<file path="src/rtl/osc_voice_alloc.sv">
// Voice allocator and scheduler for the oscillator bank.
// Accepts note-on/note-off events over a valid/ready handshake. Each note goes to one of
// VOICES oscillators. When every voice is busy, the oldest voice is stolen.
// An event takes three cycles: IDLE (handshake), LOOKUP (search), then APPLY (commit).
//
// Ports:
//   clk_i, nrst_i    clock; asynchronous active-low reset
//   evValid_i        event valid
//   evOn_i           event type: 1 = note-on, 0 = note-off
//   evNote_i         note code of the event
//   evReady_o        allocator can accept an event
//   voiceActive_o    per-voice active mask
//   voiceNote_o      note code of voice k at [k*NOTE_BW +: NOTE_BW]
//   voiceLoad_o      one-cycle strobe: voice k reloads phase and note
//   steal_o          one-cycle pulse when an active voice was stolen
//   sustain_i        sustain pedal (only with OSC_VOICE_ALLOC_SUSTAIN_EN)
//
// Optional feature macro: OSC_VOICE_ALLOC_SUSTAIN_EN. When it is defined, a note-off that
// arrives while the sustain pedal is down marks the voice as held. The falling edge of the
// pedal then releases all held voices together.

`ifndef OSC_VOICES
`define OSC_VOICES 7
`endif

module osc_voice_alloc #(
  parameter int unsigned VOICES  = `OSC_VOICES,
  parameter int unsigned NOTE_BW = 7,
  parameter int unsigned AGE_BW  = (VOICES > 1) ? $clog2(VOICES) : 1
) (
  input  logic                      clk_i,
  input  logic                      nrst_i,
  input  logic                      evValid_i,
  input  logic                      evOn_i,
  input  logic [NOTE_BW-1:0]        evNote_i,
`ifdef OSC_VOICE_ALLOC_SUSTAIN_EN
  input  logic                      sustain_i,
`endif
  output logic                      evReady_o,
  output logic [VOICES-1:0]         voiceActive_o,
  output logic [VOICES*NOTE_BW-1:0] voiceNote_o,
  output logic [VOICES-1:0]         voiceLoad_o,
  output logic                      steal_o
);

  localparam int unsigned IdxBw = AGE_BW;
  localparam logic [AGE_BW-1:0] AgeMax = AGE_BW'(VOICES - 1);

  typedef enum logic [1:0] {StIdle, StLookup, StApply} stateT;

  stateT                stateQ, stateD;
  logic                 evOnQ, evOnD;
  logic [NOTE_BW-1:0]   evNoteQ, evNoteD;
  logic                 matchFoundQ, matchFoundD, freeFoundQ, freeFoundD;
  logic [IdxBw-1:0]     matchIdxQ, matchIdxD, freeIdxQ, freeIdxD, oldestIdxQ, oldestIdxD;
  logic [VOICES-1:0]    activeQ, activeD;
  logic [NOTE_BW-1:0]   noteQ [VOICES];
  logic [NOTE_BW-1:0]   noteD [VOICES];
  logic [AGE_BW-1:0]    ageQ [VOICES];
  logic [AGE_BW-1:0]    ageD [VOICES];
  logic [VOICES-1:0]    loadQ, loadD;
  logic                 stealQ, stealD;

  // Search results computed combinationally from current state, captured in LOOKUP.
  logic                 matchFound, freeFound;
  logic [IdxBw-1:0]     matchIdx, freeIdx, oldestIdx, tgtIdx;
  logic [AGE_BW-1:0]    oldestAge;

`ifdef OSC_VOICE_ALLOC_SUSTAIN_EN
  logic [VOICES-1:0]    heldQ, heldD;
  logic                 sustainQ, pendingQ, pendingD;
  logic                 sustainFall;
  assign sustainFall = sustainQ & ~sustain_i;
`endif

  always_comb begin
    matchFound = 1'b0;
    matchIdx   = '0;
    freeFound  = 1'b0;
    freeIdx    = '0;
    oldestIdx  = '0;
    oldestAge  = '0;
    for (int k = 0; k < VOICES; k++) begin
      if (activeQ[k] && (noteQ[k] == evNoteQ) && !matchFound) begin
        matchFound = 1'b1;
        matchIdx   = IdxBw'(k);
      end
      if (!activeQ[k] && !freeFound) begin
        freeFound = 1'b1;
        freeIdx   = IdxBw'(k);
      end
      // Strictly greater keeps the lowest index on ties.
      if (ageQ[k] > oldestAge) begin
        oldestAge = ageQ[k];
        oldestIdx = IdxBw'(k);
      end
    end
  end

  always_comb begin
    stateD      = stateQ;
    evOnD       = evOnQ;
    evNoteD     = evNoteQ;
    matchFoundD = matchFoundQ;
    matchIdxD   = matchIdxQ;
    freeFoundD  = freeFoundQ;
    freeIdxD    = freeIdxQ;
    oldestIdxD  = oldestIdxQ;
    activeD     = activeQ;
    noteD       = noteQ;
    ageD        = ageQ;
    loadD       = '0;
    stealD      = 1'b0;
    evReady_o   = 1'b0;
    tgtIdx      = '0;
`ifdef OSC_VOICE_ALLOC_SUSTAIN_EN
    heldD       = heldQ;
    pendingD    = pendingQ | sustainFall;
`endif
    case (stateQ)
      StIdle: begin
`ifdef OSC_VOICE_ALLOC_SUSTAIN_EN
        if (pendingQ) begin
          // Pedal released: drop every held voice before taking a new event.
          pendingD = sustainFall;
          for (int k = 0; k < VOICES; k++) begin
            if (heldQ[k]) begin
              activeD[k] = 1'b0;
              noteD[k]   = '0;
              ageD[k]    = '0;
              heldD[k]   = 1'b0;
            end
          end
        end else
`endif
        begin
          evReady_o = 1'b1;
          if (evValid_i) begin
            evOnD   = evOn_i;
            evNoteD = evNote_i;
            stateD  = StLookup;
          end
        end
      end
      StLookup: begin
        matchFoundD = matchFound;
        matchIdxD   = matchIdx;
        freeFoundD  = freeFound;
        freeIdxD    = freeIdx;
        oldestIdxD  = oldestIdx;
        stateD      = StApply;
      end
      StApply: begin
        stateD = StIdle;
        if (evOnQ) begin
          tgtIdx = matchFoundQ ? matchIdxQ : (freeFoundQ ? freeIdxQ : oldestIdxQ);
          for (int k = 0; k < VOICES; k++) begin
            if (activeQ[k] && (IdxBw'(k) != tgtIdx) && (ageQ[k] != AgeMax)) begin
              ageD[k] = ageQ[k] + 1'b1;
            end
          end
          activeD[tgtIdx] = 1'b1;
          noteD[tgtIdx]   = evNoteQ;
          ageD[tgtIdx]    = '0;
          loadD[tgtIdx]   = 1'b1;
          stealD          = !matchFoundQ && !freeFoundQ;
`ifdef OSC_VOICE_ALLOC_SUSTAIN_EN
          heldD[tgtIdx]   = 1'b0;
`endif
        end else if (matchFoundQ) begin
`ifdef OSC_VOICE_ALLOC_SUSTAIN_EN
          if (sustain_i) begin
            heldD[matchIdxQ] = 1'b1;
          end else begin
            activeD[matchIdxQ] = 1'b0;
            noteD[matchIdxQ]   = '0;
            ageD[matchIdxQ]    = '0;
            heldD[matchIdxQ]   = 1'b0;
          end
`else
          activeD[matchIdxQ] = 1'b0;
          noteD[matchIdxQ]   = '0;
          ageD[matchIdxQ]    = '0;
`endif
        end
      end
      default: stateD = StIdle;
    endcase
  end

  always_ff @(posedge clk_i or negedge nrst_i) begin
    if (!nrst_i) begin
      stateQ      <= StIdle;
      evOnQ       <= 1'b0;
      evNoteQ     <= '0;
      matchFoundQ <= 1'b0;
      matchIdxQ   <= '0;
      freeFoundQ  <= 1'b0;
      freeIdxQ    <= '0;
      oldestIdxQ  <= '0;
      activeQ     <= '0;
      loadQ       <= '0;
      stealQ      <= 1'b0;
      for (int k = 0; k < VOICES; k++) begin
        noteQ[k] <= '0;
        ageQ[k]  <= '0;
      end
    end else begin
      stateQ      <= stateD;
      evOnQ       <= evOnD;
      evNoteQ     <= evNoteD;
      matchFoundQ <= matchFoundD;
      matchIdxQ   <= matchIdxD;
      freeFoundQ  <= freeFoundD;
      freeIdxQ    <= freeIdxD;
      oldestIdxQ  <= oldestIdxD;
      activeQ     <= activeD;
      loadQ       <= loadD;
      stealQ      <= stealD;
      noteQ       <= noteD;
      ageQ        <= ageD;
    end
  end

`ifdef OSC_VOICE_ALLOC_SUSTAIN_EN
  always_ff @(posedge clk_i or negedge nrst_i) begin
    if (!nrst_i) begin
      heldQ    <= '0;
      sustainQ <= 1'b0;
      pendingQ <= 1'b0;
    end else begin
      heldQ    <= heldD;
      sustainQ <= sustain_i;
      pendingQ <= pendingD;
    end
  end
`endif

  always_comb begin
    voiceNote_o = '0;
    for (int k = 0; k < VOICES; k++) begin
      voiceNote_o[k*NOTE_BW +: NOTE_BW] = noteQ[k];
    end
  end

  assign voiceActive_o = activeQ;
  assign voiceLoad_o   = loadQ;
  assign steal_o       = stealQ;

endmodule

</file>
<file path="config.mk">
export PLATFORM = sky130hd
export DESIGN_NAME = osc_voice_alloc
export DESIGN_NICKNAME = d
export VERILOG_FILES = /design/src/rtl/osc_voice_alloc.sv
export SDC_FILE = /design/constraint.sdc
export NUM_CORES = 1
export LEC_CHECK = 0
export CORE_MARGIN = 2
export CORE_UTILIZATION = 58
export CTS_BUF_LIST = sky130_fd_sc_hd__clkbuf_8
export CTS_CLUSTER_DIAMETER = 50
export CTS_CLUSTER_SIZE = 20
export DETAILED_ROUTE_END_ITERATION = 6
export PLACE_DENSITY = 0.91
export SLEW_MARGIN = 20
export SYNTH_ARGS = -nofsm -noshare
export SYNTH_HDL_FRONTEND = slang
export SYNTH_SLANG_ARGS = --single-unit
</file>
<file path="constraint.sdc">
create_clock -name clk_i -period 8.55 [get_ports clk_i]
set_input_delay 2.565 -clock clk_i [delete_from_list [all_inputs] [get_ports clk_i]]
set_output_delay 2.565 -clock clk_i [all_outputs]
set_load 0.05 [all_outputs]
</file>
==> out/qor.txt <==
Post-Syn Instances = 583
Core area = 10300 µm²
Worst-Margin Slew = 0.952 ns
Critical Path Source Type = flop
Reg2reg start = ageQ[18]$_DFFE_PN0P_
Final nets = 690
Placed instance area = 6890 µm²
Hold_buf cts = 0
FFs w/ async S/R, synth = 100%
Hold crit path type = reg -> reg
Initial Util = 59.5%
Vias in the first global route = 5047
Internal reg-to-reg setup slack = 0.34 ns
Crit path kind = reg -> reg
P&R area growth vs syn = 16.1%
Mapped Nets = 627
Total gr overflow = 0
Layout cells sized above 1 = 11.4%
Top delay family on crit path = compound AO/OA/AOI/OAI gates
Max Fclk = 122 MHz
Most used cell, CP = ha_1
Status = finished, final reports clean
CP required = 8.81 ns
Primary FF master, synth = dfrtp_1
DR pass1 iterations = 5
Buf/Inv on CP = 1
Finished Core Util = 69.1%
DP HPWL = 11.1 mm
Global-route wire length before repair = 25.0 mm
Number of enable flip-flop cells after synthesis = 0
Fin crit period = 8.21 ns
Final WL = 15.6 mm
Final instance area = 7100 µm²
Final Max Tran Viols = 0
Worst-Skew Late Latency = 0.38 ns
Root buffer cell = clkbuf_8
Synthesized area per cell = 10.5 µm²
Sequential element share of the synthesized area = 43.4%
End of the critical path = oldestIdxQ[2]$_DFFE_PN0N_
Reg-to-Reg End = oldestIdxQ[2]$_DFFE_PN0N_
Wire per inst = 19.8 µm
Vias per cell = 6.31
R2R cell count = 39
TritonCTS buffer count = 9
Clk sink count = 106
Die X = 107 µm
Fillers = 720
Iteration-0 DRC Markers = 400
Reg clk slew, reported paths = 0.10 ns
Crit share post-route = 96.0%
Die Ht = 107 µm
Port bufs = 75
DRC viols = 0
Flop and latch count out of synthesis = 106
Crit-path max cell delay = 0.40 ns
Synth cell types = 64
CTS tree = yes
Longest Clk Path Bufs = 2
Worst Setup SP = ageQ[18]$_DFFE_PN0P_
CP Capture Type = flop
Gr usage total = 27.9%
CTS H-tree depth = 3
Setup violations, final = 0
GPL Wtd Cong = 0.874
Levels on crit path = 39
Ant. Diodes = 0
Yosys warns = 0
Via count = 4959
Final Hold Viols = 0
Max Cap Violations = 0
IO Pins = 76
Num rows = 37
Crit path DAT = 8.48 ns
Slowest CP cell = dfrtp_1
Rel. slew slack = 36.5%
Syn Std Cell Area = 6110 µm²
DRT antenna net count = 0
Die footprint = 11400 µm²
Initial antenna violation count = 0
Largest net degree at the start of global routing = 76
Clk_skew = 0.0142 ns
Hold WS = 0.515 ns
CP Max Fanout = 5
[final cells by class]
type                       count  area (µm²)  share of cell area, %
clock buffer                  10         138                   1.94
clock inverter                 5        30.0                  0.423
inverter                      17        63.8                  0.899
multi-input combinational    436        3290                   46.3
sequential                   106        2650                   37.4
tap                          136         170                   2.40
timing repair buffer          76         756                   10.6
[what timing repair did]
action                                  in CTS  in global routing
buffers inserted                             0                  0
resized for setup                            0                 10
endpoints found under the hold margin        0                  0
endpoints found under the setup margin       0                  3
[worst register-to-register path: cells and delay by family, from the launching register on]
kind / cells / cell delay [ns]
buf+inv: 1 / 0.09
fa+ha+maj: 7 / 1.93
simple gates: 11 / 2.06
compound gates: 20 / 3.64
flops: 1 / 0.40
[sequential cells by signal (all words and copies together) (netlist names)]
signal	count
oldestIdxQ	3
freeFoundQ	1
evNoteQ	7
stateQ	2
voiceActive_o	7
matchIdxQ	3
evOnQ	1
ageQ	21
voiceLoad_o	7
steal_o	1
freeIdxQ	3
matchFoundQ	1
voiceNote_o	49
[cell usage after synthesis (3+ instances only)]
| library cell | number | area share, % |
|---|---|---|
| xor2_1 | 6 | 0.86 |
| mux2_2 | 9 | 1.7 |
| xnor2_1 | 43 | 6.2 |
| o31ai_1 | 10 | 1.2 |
| o22ai_1 | 3 | 0.31 |
| clkbuf_1 | 5 | 0.31 |
| or2_2 | 3 | 0.31 |
| nand2_2 | 6 | 0.61 |
| nor2_2 | 7 | 0.72 |
| o21ai_2 | 5 | 0.72 |
| nand2b_1 | 8 | 0.82 |
| buf_4 | 8 | 0.98 |
| buf_2 | 9 | 0.74 |
| nor4_1 | 4 | 0.41 |
| nand4_1 | 14 | 1.4 |
| nand3_1 | 5 | 0.41 |
| dfrtp_1 | 106 | 43 |
| ha_1 | 33 | 6.8 |
| nor2_1 | 23 | 1.4 |
| nor3_1 | 7 | 0.57 |
| inv_1 | 17 | 1.0 |
| and2_1 | 7 | 0.72 |
| a21oi_1 | 20 | 1.6 |
| o21ai_0 | 45 | 3.7 |
| nand2_1 | 33 | 2.0 |
| nand3b_1 | 3 | 0.37 |
| a31oi_1 | 4 | 0.41 |
| nor2b_1 | 5 | 0.51 |
| o21ai_1 | 9 | 0.74 |
| and3_1 | 3 | 0.31 |
| o21a_1 | 9 | 1.1 |
| a21o_1 | 10 | 1.2 |
| a21boi_0 | 8 | 0.98 |
| o211ai_1 | 3 | 0.37 |
| a22o_1 | 52 | 7.5 |
[per-stage QoR]
step	cells	setup TNS (ns)	setup slack (ns)
2_1_floorplan	583	0	1.28
3_3_place_gp	771	0	0.807
3_5_place_dp	771	0	0.286
4_1_cts	786	0	0.257
5_1_grt	786	-0.434	-0.147
6_report	786	0	0.339
[routing by layer]
layer,wire length [µm],GRT usage [%],share of wire (%)
met1,6570,37.1,42
met2,7660,46.4,49
met3,1010,3.65,6.5
met4,336,11.7,2.2
met5,0,0,0
[worst min-delay path by stage]
stage,from,end,slack [ns],cells after the start
global placement,freeIdxQ[2]$_DFFE_PN0N_,freeIdxQ[2]$_DFFE_PN0N_,0.47,2
detailed placement,freeIdxQ[2]$_DFFE_PN0N_,freeIdxQ[2]$_DFFE_PN0N_,0.50,2
global route,freeIdxQ[2]$_DFFE_PN0N_,freeIdxQ[2]$_DFFE_PN0N_,0.53,2
finish,ageQ[12]$_DFFE_PN0P_,ageQ[12]$_DFFE_PN0P_,0.52,1
CTS,freeIdxQ[2]$_DFFE_PN0N_,freeIdxQ[2]$_DFFE_PN0N_,0.52,2
floorplan,freeIdxQ[2]$_DFFE_PN0N_,freeIdxQ[2]$_DFFE_PN0N_,0.45,2
[kinds of logic (layout without fill, tap and decap cells)]
kind of cell / count (synthesis) / in the layout / synth area share, %
AOI/OAI and AO/OA: 198 / 198 / 23.8
xor gates and xnor gates: 49 / 49 / 7.02
adders and majority gates: 33 / 33 / 6.76
buffers and inverters: 41 / 108 / 3.44
DFF: 106 / 106 / 43.4
muxes: 14 / 14 / 2.68
and+or+nand+nor: 142 / 142 / 12.9
[placed cells by master (no fill, tap or decap), types with 4 or more instances in the layout]
cell type / count
o21a_1: 9
xor2_1: 6
o31ai_1: 10
dfrtp_1: 106
o21ai_2: 5
nand3_1: 5
ha_1: 33
inv_1: 18
a21o_1: 10
xnor2_1: 43
and2_1: 6
a21oi_1: 17
clkbuf_8: 10
nor2_1: 23
nor3_1: 7
nand2b_1: 8
nand2_1: 33
nor4_1: 4
a22o_1: 52
o21ai_0: 43
nand4_1: 14
a31oi_1: 4
mux2_2: 9
o21ai_1: 10
nor2_2: 7
nor2b_1: 5
nand2_2: 6
clkdlybuf4s50_1: 74
a21boi_0: 8
Power is left out: the tool's default activity adds up to more than one toggle a clock period on the data nets, which glitch-free logic cannot reach.
